<file path="src/rtl/design_mux_pkg.sv">
// design_mux_pkg: shared IDs, default population mask and sequencer states for the pad mux.
package design_mux_pkg;
  localparam int DESIGN_ID_W = 4;
  localparam logic [DESIGN_ID_W-1:0] ID_RAYBOX_FSM   = 4'd0;
  localparam logic [DESIGN_ID_W-1:0] ID_TEST_PATTERN = 4'd15;
  localparam logic [15:0] DEFAULT_VALID_MASK = 16'h8001;
  typedef enum logic [1:0] {IDLE, QUIESCE, HOLD_RST, ACK} state_t;
endpackage

</file>
<file path="src/rtl/sync2.sv">
// sync2: two-flop synchroniser for a single asynchronous level.
module sync2 (
  input  logic clk,
  input  logic rst_n,
  input  logic d,
  output logic q
);
  logic m;
  always_ff @(posedge clk or negedge rst_n)
    if (!rst_n) {q, m} <= 2'b00;
    else {q, m} <= {m, d};
endmodule

</file>
<file path="src/rtl/design_select_ctrl.sv">
// design_select_ctrl: sequences a safe switch of the pad-mux design ID requested over a req/ack handshake.
module design_select_ctrl
  import design_mux_pkg::*;
#(
  parameter int QUIESCE_CYCLES = 16,
  parameter int RST_CYCLES = 8,
  parameter logic [15:0] VALID_MASK = DEFAULT_VALID_MASK,
  parameter logic [DESIGN_ID_W-1:0] DEFAULT_ID = ID_TEST_PATTERN,
  parameter int CNT_W = 8
) (
  input  logic                   wb_clk_i,
  input  logic                   wb_rst_n,
  input  logic                   req_i,
  input  logic [DESIGN_ID_W-1:0] req_id_i,
  output logic                   ack_o,
  output logic                   err_o,
  output logic                   busy_o,
  output logic [DESIGN_ID_W-1:0] sel_id_o,
  output logic                   safe_o,
  output logic [15:0]            design_rst_n_o
);
  localparam logic [CNT_W-1:0] Q_LOAD = CNT_W'(QUIESCE_CYCLES - 1);
  localparam logic [CNT_W-1:0] R_LOAD = CNT_W'(RST_CYCLES - 1);
  // boot spends one cycle in IDLE, so its hold count is one shorter
  localparam logic [CNT_W-1:0] B_LOAD = CNT_W'(RST_CYCLES > 1 ? RST_CYCLES - 2 : 0);
  state_t state;
  logic [CNT_W-1:0] cnt;
  logic [DESIGN_ID_W-1:0] id_q;
  logic req_s, req_q, boot;
  sync2 u_sync (.clk(wb_clk_i), .rst_n(wb_rst_n), .d(req_i), .q(req_s));
  assign busy_o = state != IDLE;
  always_ff @(posedge wb_clk_i or negedge wb_rst_n)
    if (!wb_rst_n) begin
      state <= IDLE;
      cnt <= '0;
      id_q <= DEFAULT_ID;
      sel_id_o <= DEFAULT_ID;
      safe_o <= 1'b0;
      ack_o <= 1'b0;
      err_o <= 1'b0;
      design_rst_n_o <= ~(16'd1 << DEFAULT_ID);
      boot <= 1'b1;
      req_q <= 1'b0;
    end else begin
      req_q <= req_s;
      case (state)
        IDLE:
          if (boot) begin
            cnt <= B_LOAD;
            state <= HOLD_RST;
          end else if (req_s && !req_q) begin
            if (!VALID_MASK[req_id_i]) begin
              err_o <= 1'b1;
              ack_o <= 1'b1;
              state <= ACK;
            end else begin
              err_o <= 1'b0;
              id_q <= req_id_i;
              safe_o <= 1'b1;
              cnt <= Q_LOAD;
              state <= QUIESCE;
            end
          end
        QUIESCE:
          if (cnt != '0) cnt <= cnt - 1'b1;
          else begin
            design_rst_n_o[sel_id_o] <= 1'b0;
            design_rst_n_o[id_q] <= 1'b0;
            sel_id_o <= id_q;
            cnt <= R_LOAD;
            state <= HOLD_RST;
          end
        HOLD_RST:
          if (cnt != '0) cnt <= cnt - 1'b1;
          else begin
            design_rst_n_o[sel_id_o] <= 1'b1;
            safe_o <= 1'b0;
            ack_o <= !boot;
            boot <= 1'b0;
            state <= boot ? IDLE : ACK;
          end
        ACK:
          if (!req_s) begin
            ack_o <= 1'b0;
            state <= IDLE;
          end
      endcase
    end
endmodule

</file>
<file path="config.mk">
export PLATFORM = sky130hd
export DESIGN_NAME = design_select_ctrl
export DESIGN_NICKNAME = d
export VERILOG_FILES = /design/src/rtl/design_mux_pkg.sv /design/src/rtl/sync2.sv /design/src/rtl/design_select_ctrl.sv
export SDC_FILE = /design/constraint.sdc
export NUM_CORES = 1
export LEC_CHECK = 0
export CORE_ASPECT_RATIO = 0.75
export CORE_MARGIN = 3
export CORE_UTILIZATION = 42
export CTS_CLUSTER_DIAMETER = 30
export DETAILED_ROUTE_END_ITERATION = 7
export HOLD_SLACK_MARGIN = 0.15
export PLACE_DENSITY = 0.74
export SYNTH_ARGS = -nofsm -noshare
export SYNTH_HDL_FRONTEND = slang
export SYNTH_SLANG_ARGS = --single-unit
</file>
<file path="constraint.sdc">
create_clock -name wb_clk_i -period 4.8 [get_ports wb_clk_i]
set_clock_uncertainty 0.1 [all_clocks]
set_input_delay 0.96 -clock wb_clk_i [delete_from_list [all_inputs] [get_ports wb_clk_i]]
set_output_delay 0.96 -clock wb_clk_i [all_outputs]
set_load 0.02 [all_outputs]
</file>
# Yosys cells after proc, flatten, opt, wreduce, memory -nomap -nowiden
# Memory sizes are Yosys's and may differ from the RTL's.
# Index checks and enable logic that the tools add are counted.
op_classes:
  add_sub_neg: 1
  mul: 0
  div_mod_pow: 0
  order_cmp: 5
  n_eq_ne: 13
  shifts: 0
  mux: 34
  n_bitwise: 7
  reduce_logical: 21
op_table:
  columns: ["cell", "n"]
  rows:
  - ["8-bit two-way mux", 5]
  - ["16-bit AND", 2]
  - ["16-bit two-way mux", 2]
  - ["16-bit NOT", 2]
  - ["16-bit one-hot mux with 2 select lines", 1]
  - ["8-bit one-hot mux with 3 select lines", 1]
  - ["2-bit inequality test, second input constant", 8]
  - ["16-bit bitwise OR", 1]
  - ["4-bit by 5-bit less-than comparator with 1-bit output, second input constant", 3]
  - ["2-bit two-way mux", 7]
  - ["1-bit two-way mux", 13]
  - ["4-bit AND reduction", 3]
  - ["1-bit demux with 4-bit select", 2]
  - ["4-bit by 1-bit greater-or-equal comparator with 1-bit output, second input constant", 2]
  - ["2-bit one-hot mux with 4 select lines", 1]
  - ["8-bit nonzero test", 1]
  - ["8-bit by 1-bit subtractor with 8-bit output, second input constant", 1]
  - ["3-bit inequality test, second input constant", 2]
  - ["3-bit AND reduction", 2]
  - ["6-bit AND reduction", 1]
  - ["2-bit nonzero test", 3]
  - ["3-bit nonzero test", 2]
  - ["5-bit AND reduction", 1]
  - ["2-bit == test, second input constant", 2]
  - ["8 further kinds", 13]
totals:
  regBits: 41
  latch_bits: 0
  ram_bits: 0
  romBits: 16
  in_bits: 7
  output_inout_bits: 24
  elab_cells: 94
  n_memories: 1
memory_table:
  columns: ["name", "words", "word_bits", "read_ports", "rd_ports_with_merged_regs", "wr", "line_no", "text"]
  rows:
  - ["(no name shown)", 16, 1, 1, 0, 0, "design_select_ctrl.sv:52", "if (!VALID_MASK[req_id_i]) begin"]

# Logic depth before layout (Yosys ltp)
logic_depth:
  ltp_word: 9
  ltp_mapped: 8
  mapped_depth_nobuf: 7

# Hierarchy
# From an unflattened synthesis, not the netlist that was laid out.
unflattened:
  cells_unflattened: 227
  hier_area_um2: 2222.1
modules_own_cells:
  columns: ["module", "instances", "cells_per_inst", "area_each_um2"]
  rows:
  - ["design_select_ctrl", 1, 225, 2172.1]
  - ["sync2", 1, 2, 50.0]

# Least setup slack after synthesis
# OpenSTA, ideal clock, no wires.
synth_path:
  path_type: "in2reg"
  startpoint: "in req_id_i[2]"
  endpoint: "reg cnt[5]"
  setup_time_ns: 0.110
  arrival_ns: 2.415
  required_ns: 4.590
  setup_slack_ns: 2.174
  path_stages: 5
  path_buffers: 0
  cell_sequence: "or4_1 a211oi_1 o21ai_0 or2_2 o41ai_1"
synth_via:
  elab_chain_cells: 4
synth_rtl:
  columns: ["element", "line_no", "text"]
  rows:
  - ["start: declaration", "design_select_ctrl.sv:14", "input logic [DESIGN_ID_W-1:0] req_id_i,"]
  - ["memory read 16 x 1 bit", null, null]
  - ["1-bit two-way mux (not written as such)", "design_select_ctrl.sv:52", null]
  - ["3-bit inequality test (no line)", null, null]
  - ["4-bit AND reduction (no line)", null, null]
  - ["end signal: assignment", "design_select_ctrl.sv:65", "if (cnt != '0) cnt <= cnt - 1'b1;"]
  - ["end signal: assignment", "design_select_ctrl.sv:74", "if (cnt != '0) cnt <= cnt - 1'b1;"]
  - ["end: declaration", "design_select_ctrl.sv:27", "logic [CNT_W-1:0] cnt;"]
# Every way passes these cells. The select of a mux whose other input is x is not followed.
# A chain may end at the register's enable or synchronous reset.

# Worst setup path after layout
layout_path:
  startpoint: "in req_id_i[2]"
  endpoint: "reg cnt[6]"
# The elaborated chain is that of the path after synthesis.

==> results_dict.tcl <==
set metrics [dict create \
    fin_crit_sh_pct 64.38 \
    worst-path-buf-inv 2 \
    layout_common_cells "a21oi_1, clkdlybuf4s50_1, dfstp_2" \
    final-hold-violation-count 0 \
    synth_cells 230 \
    regArea_um2 1056 \
    max_slew_margin_pct 30.41 \
    post-route-min-period_ps 3090 \
    ant_nets 0 \
    cts.sinks 41 \
    synth_simple_gate_area_share_pct 15.31 \
    internal_power_mw 0.8435 \
    critPathMaxFanout 12 \
    fill_cells 472 \
    insertion_delay_ps 290 \
    row_count 22 \
    synth.area.mux_share_pct 5.008 \
    tritoncts "built" \
    gp_congestion 0.9002 \
    slew_violations 0 \
    pwr-share-comb_pct 47.9 \
    holdPathEnd "u_sync.q$_DFF_PN0_" \
    synth_compound_area_share_pct 24.99 \
    r2r_slack_ps 1830 \
    yosys_warnings 0 \
    synthAdderAreaFrac_pct 3.939 \
    initial_utilization_pct 44.38 \
    routed_via_density 5.664 \
    port_buffers 30 \
    path_clk_slew_ps 80 \
    r2r_end "design_rst_n_o[7]$_DFFE_PN1P_" \
    syn_area_per_cell_um2 9.667 \
    synth_xor_xnor_area_share_pct 0 \
    slowest_stage "or4_1" \
    grt_max_degree 42 \
    dp_hpwl_um 3780 \
    cpPeakStageDelay_ps 550 \
    die-area_um2 6212 \
    p_switching_mw 0.6475 \
    yosysTopAreaCell "dfstp_2" \
    r2r_cells 6 \
    worst_slew_pin_slew_ps 1040 \
    grt_use_total_pct 18.12 \
    vias 1869 \
    area_growth_pct 19.41 \
    fin_ws_ps 1710 \
    netlist.area_leader.share_pct 28.36 \
    min_from "u_sync.m$_DFF_PN0_" \
    leakagePower_nw 0.9993 \
    fin_setup_tns_ps 0 \
    rsz0062_at_grt "no" \
    worstSetupPathType "in2reg" \
    dr.first_iter.drc_count 129 \
    n_antenna_cell 0 \
    cts_root_buffer "clkbuf_8" \
    rr_startpoint "cnt[0]$_DFFE_PN0P_" \
    drc_errors 0 \
    die_y_um 69.01 \
    dp_slack_ps 1436 \
    antenna_found_initial 0 \
    clockBufferDepth 2 \
    whs_path_depth 0 \
    hold_class "reg2reg" \
    fmax_mhz 323.6 \
    netlist_area_um2 2223 \
    wl_per_cell_um 16.07 \
    synth_cell_types 39 \
    top_layer_used "met4" \
    wl_met3_um 436 \
    syn_nets 244 \
    ir_drop_v 0.0002097 \
    ys_seq_area_share_pct 47.50 \
    post_cts_resized 0 \
    multiInputGateArea_um2 1095 \
    core_um2 5010 \
    die_w_um 90.02 \
    yosys-top-cells-area "dfstp_2, dfrtp_1, a21oi_1" \
    h-tree-depth 2 \
    crit_required_ps 4870 \
    pin_count 31 \
    grt_pass1_vias 1882 \
    routed_wl_um 5302 \
    seqPwrFrac_pct 38.0 \
    p_per_area_nw_per_um2 561.6 \
    hold_buffers 0 \
    startpoint "req_id_i[2]" \
    layout.nets 272 \
    layout_commonest_cell "a21oi_1" \
    setup_viol 0 \
    cts_setup_buffers 0 \
    cts_buffers 5 \
    worstPathArrival_ps 3160 \
    drive_above_1_share_pct 20.16 \
    crit_chain "clkdlybuf4s50_1 -> or4_1 -> a211oi_1 -> o21ai_0 -> buf_4 -> or2_2 -> o41ai_1" \
    outcome "finished, final reports clean" \
    crit_family "simple AND/OR/NAND/NOR gates" \
    swShare_pct 43.43 \
    wl_met2_um 2129 \
    drt-pass1-iter-count 4 \
    grt_pass1_wl_um 9315 \
    yosys_register_bits 41 \
    cp-end-kind "register" \
    synth_top_family_by_area "compound AO/OA/AOI/OAI gates" \
    wl_met1_um 2700 \
    clkPwrFrac_pct 14.0 \
    grt-ovfl-total 0 \
    maxCapViolations 0 \
    start_kind "input pin" \
]
power by group through the flow:
stage / logic, mW / clock network (mW) / registers [mW]
after floorplan: 0.504 / 0 / 0.544
after global placement: 0.693 / 0 / 0.566
after detailed placement: 0.702 / 0 / 0.570
after CTS: 0.705 / 0.216 / 0.565
after global routing: 0.802 / 0.235 / 0.584
final: 0.715 / 0.209 / 0.567
final cells by class:
type	count	share of cell area, %
Clock buffer	6	2.733
Clock inverter	1	0.1885
Inverter	9	1.272
Multi-Input combinational cell	170	41.23
Sequential cell	41	39.77
Tap cell	72	3.393
Timing Repair Buffer	31	11.40
Yosys cell counts:
cell and n:
a21oi_1 42, dfstp_2 24, dfrtp_1 17, o21ai_0 14, nand2_1 12, nor2_1 12
nand2b_1 11, clkbuf_1 9, inv_1 9, mux2_2 9, o22ai_1 9, ha_1 7
a31oi_1 6, nand3_1 4, nor3_1 4, o31ai_1 4, o32ai_1 4, nor2_2 3
nor2b_1 3, o41ai_1 3, nand4_1 2, nor4_1 2, o21a_1 2, or2_2 2
or4_4 2, a211oi_1 1, a22o_1 1, a31o_2 1, buf_2 1, mux2i_1 1
nor3_4 1, nor3b_1 1, nor4_2 1, o211ai_1 1, o21bai_1 1, o2bb2ai_1 1
o311a_1 1, o41ai_2 1, or4_1 1
stage by stage:
step	cells	total power, mW	instance area (µm²)	utilization [%]	hold WS [ps]
detailed placement	323	1.273	2577	51.45	235.7
CTS	330	1.486	2655	53.00	269.2
floorplan	230	1.048	2223	-	231.2
global placement	323	1.259	2577	51.45	232.7
global route	330	1.621	2655	53.00	272.7
finish	330	1.491	2655	53.00	268.4
worst reg2reg max path, cell delays in order (launching register included):
cell and delay, ps:
dfrtp_1 450, inv_1 150, ha_1 190, nor3b_1 490
nand3_1 390, nor2_1 900, a21oi_1 190
registers in the layout, indices dropped and copies added (netlist names), 2 cells and up:
signal          flops
cnt                 8
state               2
sel_id_o            4
design_rst_n_o     16
id_q                4
cells by family after synthesis:
logic type      Yosys count
buf+inv                  19
fa+ha+maj                 7
mux                      10
flops                    41
simple gates             61
compound gates           92
worst max path at each step:
stage / end / slack, ps / cells after the start
3_5_place_dp: cnt[6]$_DFFE_PN0P_ / 1440 / 7
3_3_place_gp: cnt[5]$_DFFE_PN0P_ / 1480 / 7
6_report: cnt[6]$_DFFE_PN0P_ / 1710 / 7
5_1_grt: design_rst_n_o[8]$_DFFE_PN1P_ / 1550 / 6
2_1_floorplan: cnt[5]$_DFFE_PN0P_ / 2170 / 5
4_1_cts: cnt[6]$_DFFE_PN0P_ / 1700 / 7
layer usage:
metal	global-route usage, %	up-vias
met5	0	-
met3	6.325	2
li1	-	907
met2	24.34	64
met4	4.584	0
met1	27.44	896
Power figures use the tool's default switching activity.
